`config.mk`:
```
export PLATFORM = sky130hd
export DESIGN_NAME = pipe_stage_buf
export DESIGN_NICKNAME = d
export VERILOG_FILES = /design/src/rtl/pipe_stage_buf.sv
export SDC_FILE = /design/constraint.sdc
export NUM_CORES = 1
export LEC_CHECK = 0
export CAP_MARGIN = 20
export CORE_MARGIN = 2
export CORE_UTILIZATION = 48
export DETAILED_ROUTE_END_ITERATION = 16
export PLACE_DENSITY = 0.8
export SLEW_MARGIN = 20
export SYNTH_ARGS = -nofsm -noshare
export SYNTH_HDL_FRONTEND = slang
export SYNTH_SLANG_ARGS = --single-unit
export TNS_END_PERCENT = 10
```
`constraint.sdc`:
```
create_clock -name clk -period 6.4 [get_ports clk]
set_input_delay 0.64 -clock clk [delete_from_list [all_inputs] [get_ports clk]]
set_output_delay 0.64 -clock clk [all_outputs]
set_load 0.01 [all_outputs]
```
`src/rtl/pipe_stage_buf.sv`:
```
// Elastic execute-to-writeback stage: DEPTH-entry ready/valid circular buffer
// carrying {payload, halt}, with synchronous flush and halt-triggered intake stop.
module pipe_stage_buf #(
  parameter int DATA_W = 64,
  parameter int DEPTH  = 2,
  localparam int CNT_W = $clog2(DEPTH + 1)
) (
  input  logic              clk,
  input  logic              rst_n,
  input  logic              flush,
  input  logic              in_valid,
  output logic              in_ready,
  input  logic [DATA_W-1:0] in_data,
  input  logic              in_halt,
  output logic              out_valid,
  input  logic              out_ready,
  output logic [DATA_W-1:0] out_data,
  output logic              out_halt,
  output logic [CNT_W-1:0]  count,
  output logic              halted
);

  localparam int PTR_W = (DEPTH > 1) ? $clog2(DEPTH) : 1;
  localparam logic [PTR_W-1:0] LAST_IDX = PTR_W'(DEPTH - 1);
  localparam logic [CNT_W-1:0] FULL_CNT = CNT_W'(DEPTH);

  logic [DATA_W-1:0] memData [DEPTH];
  logic              memHalt [DEPTH];

  logic [PTR_W-1:0] headPtr;
  logic [PTR_W-1:0] tailPtr;
  logic [CNT_W-1:0] occCnt;
  logic             haltLat;
  logic             pushEn;
  logic             popEn;

  // Wrap by explicit compare so non-power-of-two depths index correctly.
  function automatic logic [PTR_W-1:0] ptrInc(input logic [PTR_W-1:0] p);
    return (p == LAST_IDX) ? '0 : p + PTR_W'(1);
  endfunction

  // Handshake decode: ready depends only on registered occupancy and halt state.
  always_comb begin
    in_ready  = (occCnt < FULL_CNT) && !haltLat;
    out_valid = (occCnt != '0);
    pushEn    = in_valid && in_ready && !flush;
    popEn     = out_valid && out_ready && !flush;
  end

  // Control state: pointers, occupancy and halt latch; flush outranks everything.
  always_ff @(posedge clk or negedge rst_n) begin
    if (!rst_n) begin
      headPtr <= '0;
      tailPtr <= '0;
      occCnt  <= '0;
      haltLat <= 1'b0;
    end else if (flush) begin
      headPtr <= '0;
      tailPtr <= '0;
      occCnt  <= '0;
      haltLat <= 1'b0;
    end else begin
      if (pushEn) begin
        tailPtr <= ptrInc(tailPtr);
        if (in_halt) begin
          haltLat <= 1'b1;
        end
      end
      if (popEn) begin
        headPtr <= ptrInc(headPtr);
      end
      case ({pushEn, popEn})
        2'b10:   occCnt <= occCnt + CNT_W'(1);
        2'b01:   occCnt <= occCnt - CNT_W'(1);
        default: occCnt <= occCnt;
      endcase
    end
  end

  // Payload storage is never reset; only occupancy decides what is visible.
  always_ff @(posedge clk) begin
    if (pushEn) begin
      memData[tailPtr] <= in_data;
      memHalt[tailPtr] <= in_halt;
    end
  end

  // Head entry straight from storage; halt tag masked so reset leaves it low.
  always_comb begin
    out_data = memData[headPtr];
    out_halt = out_valid && memHalt[headPtr];
    count    = occCnt;
    halted   = haltLat;
  end

  occNeverOver: assert property (@(posedge clk) disable iff (!rst_n)
    occCnt <= FULL_CNT);

  noPushPopWhenFull: assert property (@(posedge clk) disable iff (!rst_n)
    !(pushEn && popEn && (occCnt == FULL_CNT)));

endmodule

```
After elaboration in Yosys (flattened, before gate mapping) --
Memories as Yosys holds them, arrays and structs flattened. Index checks and enable logic that the tools add are counted. W data, S select, Z words.
Operators by class: $add $sub $neg 4, multipliers 0, div/mod/pow operators 0, $lt $le $gt $ge 1, eq/ne operators 2, shift operators 0, multiplexer cells 13, bitwise gates (word level) 0, reduce and logical (&&, ||, !) cells 14
Operator list (number):
- $mux W1 | 11
- $reduce_bool A2 Y1 | 4
- $logic_and A1 B1 Y1 | 6
- $pmux W2 S2 | 1
- $reduce_bool A3 Y1 | 1
- $add A1 B1 Y1 const B | 2
- $add A2 B1 Y2 const B | 1
- $eq A2 B1 Y1 const B | 1
- $eq A2 B2 Y1 const B | 1
- $logic_not A1 Y1 | 2
- $lt A2 B2 Y1 const B | 1
- $mux W2 | 1
- $reduce_and A2 Y1 | 1
- $sub A2 B1 Y2 const B | 1
Storage, ports and cells: flip-flop bits (word level) 5, bits in latches 0, bits in writable memories 130, bits in read-only memories 0, output and inout port bits 70, memories 2
Memories:
- memData | depth 2, bits a word 64, read ports 1, clocked after Yosys merged registers in 0, wr ports 1, RTL line 27 | logic [DATA_W-1:0] memData [DEPTH];
- memHalt | depth 2, bits a word 1, read ports 1, clocked after Yosys merged registers in 0, wr ports 1, RTL line 28 | logic memHalt [DEPTH];

Depth between registers and ports, before layout --
depth after elaboration 7, mapped depth 4

Worst setup path before layout --
OpenSTA, ideal clock, no wires.
path kind register to register, start register occCnt[1] (netlist: count[1]), end memory memData[1][0] (enable), arrival 5.566 ns, setup slack 0.253 ns, stages on the path, launching flop included 4, path buffers 0, clock period less this slack 6.147 ns, cell sequence dfrtp_1 > nor2_1 > nand2_1 > nor3b_1
Between the ends: word-level cells in the longest chain between the ends 6
Ends and longest elaborated chain:
- from (decl) | RTL line 32 | logic [CNT_W-1:0] occCnt;
- from (signal assigned) | RTL line 73 | 2'b10: occCnt <= occCnt + CNT_W'(1);
- from (signal assigned) | RTL line 74 | 2'b01: occCnt <= occCnt - CNT_W'(1);
- from (signal assigned) | RTL line 75 | default: occCnt <= occCnt;
- $lt A2 B2 Y1 | RTL line 44 | in_ready = (occCnt < FULL_CNT) && !haltLat;
- $logic_and A1 B1 Y1 | RTL line 44
- via in_ready | RTL line 12 | output logic in_ready,
- $logic_and A1 B1 Y1 (2 in series) | RTL line 46 | pushEn = in_valid && in_ready && !flush;
- $mux W1 | RTL line 82 | if (pushEn) begin
- $mux W1 (not written as such) | RTL line 83 | memData[tailPtr] <= in_data;
- to (decl) | RTL line 27
The timed path passes the listed nets, and every way through them passes these cells.

Worst setup path in the final report --
start register headPtr, end output out_data[57]
Between the ends: word-level cells in the longest chain between the ends 1
Ends and longest elaborated chain:
- from (decl) | RTL line 30 | logic [PTR_W-1:0] headPtr;
- from (signal assigned) | RTL line 70 | headPtr <= ptrInc(headPtr);
- $mem_v2 Z2 W64
- to (decl) | RTL line 17 | output logic [DATA_W-1:0] out_data,
No other way between the ends.

==> impl_metrics.tcl <==
set metrics [dict create \
    cts_htree_levels 4 \
    ys_seq_area_frac 0.790 \
    grt_first_pass_wirelength_um 13700 \
    post_cts_resized 0 \
    clock_latency_ns 0.51 \
    fin_cells 535 \
    crit_path_start_kind "register" \
    setup_slack_ns 3.14 \
    layout_commonest_cell "clkdlybuf4s50_1" \
    clock.fmax_ghz 0.307 \
    place_inst 503 \
    area_growth_pct 41.5 \
    most-common-layout-cells "clkdlybuf4s50_1, edfxtp_1, mux2_4" \
    post-place-ws_ns 3.66 \
    die_height_um 107 \
    synth_cell_types 22 \
    avgSynthCellArea_um2 22.1 \
    final_area_mm2 0.00722 \
    routed_wl_um 9260 \
    cts_buffers 17 \
    skew_ns 0.00453 \
    n_fill_cell 665 \
    maxCapViolCount 0 \
    layout.nets 456 \
    viasPerCell 4.90 \
    min_period_ns 3.26 \
    syn_area_mm2 0.00510 \
    gp_congestion 0.759 \
    yosys_warnings 0 \
    slew_viol_final 0 \
    post-route-period-util 0.509 \
    cp-end-kind "output pin" \
    initial_core_util 0.494 \
    io_pins 140 \
    cp_top_family "flip-flops" \
    relSlewSlack 0.276 \
    place_area_mm2 0.00664 \
    die_area_mm2 0.0115 \
    grt_usage 0.164 \
    power.density_mw_per_mm2 307 \
    dpl.hpwl_um 5850 \
    path_max_fanout 66 \
    core_mm2 0.0103 \
    cp_data_arrival_time_ns 2.62 \
    holdBufCountCts 0 \
    drtAntennaViolNets 0 \
    vias 2622 \
    slowest_delay_ns 1.11 \
    die_x_um 107 \
    antenna_found_initial 0 \
    cts_tree "done" \
    syn_nets 301 \
    cp_num_buf_inv 1 \
    postCtsSetupBuffers 0 \
    hold_viol 0 \
    path_clk_slew_ns 0.06 \
    ctsLongestPathBuffers 2 \
    synth_seq_cells 135 \
    final_util 0.699 \
    n_antenna_cell 0 \
    cts_sinks 135 \
    criticalPathCategory "reg -> out" \
    tightestPinTransition_ns 1.09 \
    hold_class "in -> async" \
    io_buffers 139 \
    cp.required_ns 5.76 \
    fp-row-count 37 \
    setup-tns-final_ns 0 \
    slowest_stage "dfrtp_4" \
    route.detailed.drc 0 \
    dr.pass1.iters 4 \
    syn_inst 231 \
    grt_pass1_vias 2631 \
    layout-drive-gt1-share 0.256 \
    ir_drop_mv 0.160 \
    status "finished, final reports clean" \
    path_cells "mux2_2, clkdlybuf4s50_1" \
    setup_viol 0 \
    leakagePower_nw 2.52 \
    rsz0062_at_grt "no" \
    dr.first_iter.drc_count 102 \
    root_buffer "clkbuf_8" \
    wl_per_cell_um 17.3 \
    grt_max_degree 67 \
    gr-total-overflow 0 \
]
state kept, by name, indices dropped and copies added, names as in the netlist:
name,count
tailPtr,1
headPtr,1
memHalt,2
halted,1
memData,128
count,2
worst paths after layout:
path / startpoint / endpoint / slack [ns] / depth (start not counted)
setup / recovery: headPtr / out_data[57] / 3.14 / 2
hold / removal: rst_n / halted / 0.35 / 1
setup reg to reg: count[1] / memData[0][38] / 4.59 / 4
hold reg to reg: tailPtr / tailPtr / 0.59 / 2
max in group asynchronous: rst_n / headPtr / 5.82 / 1
min in group clk: tailPtr / tailPtr / 0.59 / 2
report_power, final:
| part | total (W) | leakage [nW] | switching (W) | internal [W] |
|---|---|---|---|---|
| logic | 0.000243 | 0.989 | 0.0000831 | 0.000160 |
| clock network | 0.000932 | 0.274 | 0.000346 | 0.000586 |
| registers | 0.00104 | 1.25 | 0.0000288 | 0.00101 |
| total | 0.00221 | 2.52 | 0.000458 | 0.00176 |
through the flow:
stage / total power, W / hold slack, ns
6_report: 0.00221 / 0.355
5_1_grt: 0.00229 / 0.340
4_1_cts: 0.00224 / 0.331
3_5_place_dp: 0.00130 / 0.580
3_3_place_gp: 0.00130 / 0.560
2_1_floorplan: 0.00116 / 0.344
area by class of cell:
type | instances | area [µm²] | area share
well taps | 136 | 170 | 0.0236
flip-flops and latches | 135 | 4030 | 0.559
inverters | 3 | 11.3 | 0.00156
clock inverters | 15 | 161 | 0.0224
clock buffers | 17 | 414 | 0.0574
multi-input cells | 86 | 1010 | 0.140
repair buffers | 143 | 1420 | 0.197
synthesized netlist by cell type:
| cell | number | area, µm² |
|---|---|---|
| a21o_1 | 1 | 7.51 |
| a21oi_1 | 2 | 10.0 |
| a311oi_1 | 1 | 8.76 |
| a31oi_1 | 1 | 6.26 |
| buf_2 | 2 | 10.0 |
| buf_4 | 1 | 7.51 |
| buf_6 | 4 | 45.0 |
| dfrtp_1 | 5 | 125 |
| edfxtp_1 | 130 | 3900 |
| inv_1 | 3 | 11.3 |
| mux2_2 | 26 | 293 |
| mux2_4 | 38 | 571 |
| mux2i_1 | 1 | 10.0 |
| nand2_1 | 2 | 7.51 |
| nand4b_1 | 1 | 8.76 |
| nor2_1 | 6 | 22.5 |
| nor3_1 | 1 | 5.00 |
| nor3b_1 | 1 | 7.51 |
| nor3b_2 | 1 | 12.5 |
| o21ai_0 | 2 | 10.0 |
| xnor2_1 | 1 | 8.76 |
| xor2_1 | 1 | 8.76 |
metal layers:
metal  share of wire  vias to the layer above  global-route usage
met5               0                        -                   0
met4           0.011                        0              0.0668
met3           0.069                        9              0.0675
met2            0.49                       99               0.250
met1            0.43                     1293               0.208
li1                -                     1221                   -
kinds of logic after synthesis:
logic type	count (synthesis)	synth area share
AOI/OAI and AO/OA	7	0.00834
xor gates and xnor gates	2	0.00344
buffers and inverters	10	0.0145
DFF	135	0.790
muxes	65	0.171
and+or+nand+nor	12	0.0125
Note: power is estimated with default switching activity, not from simulation.
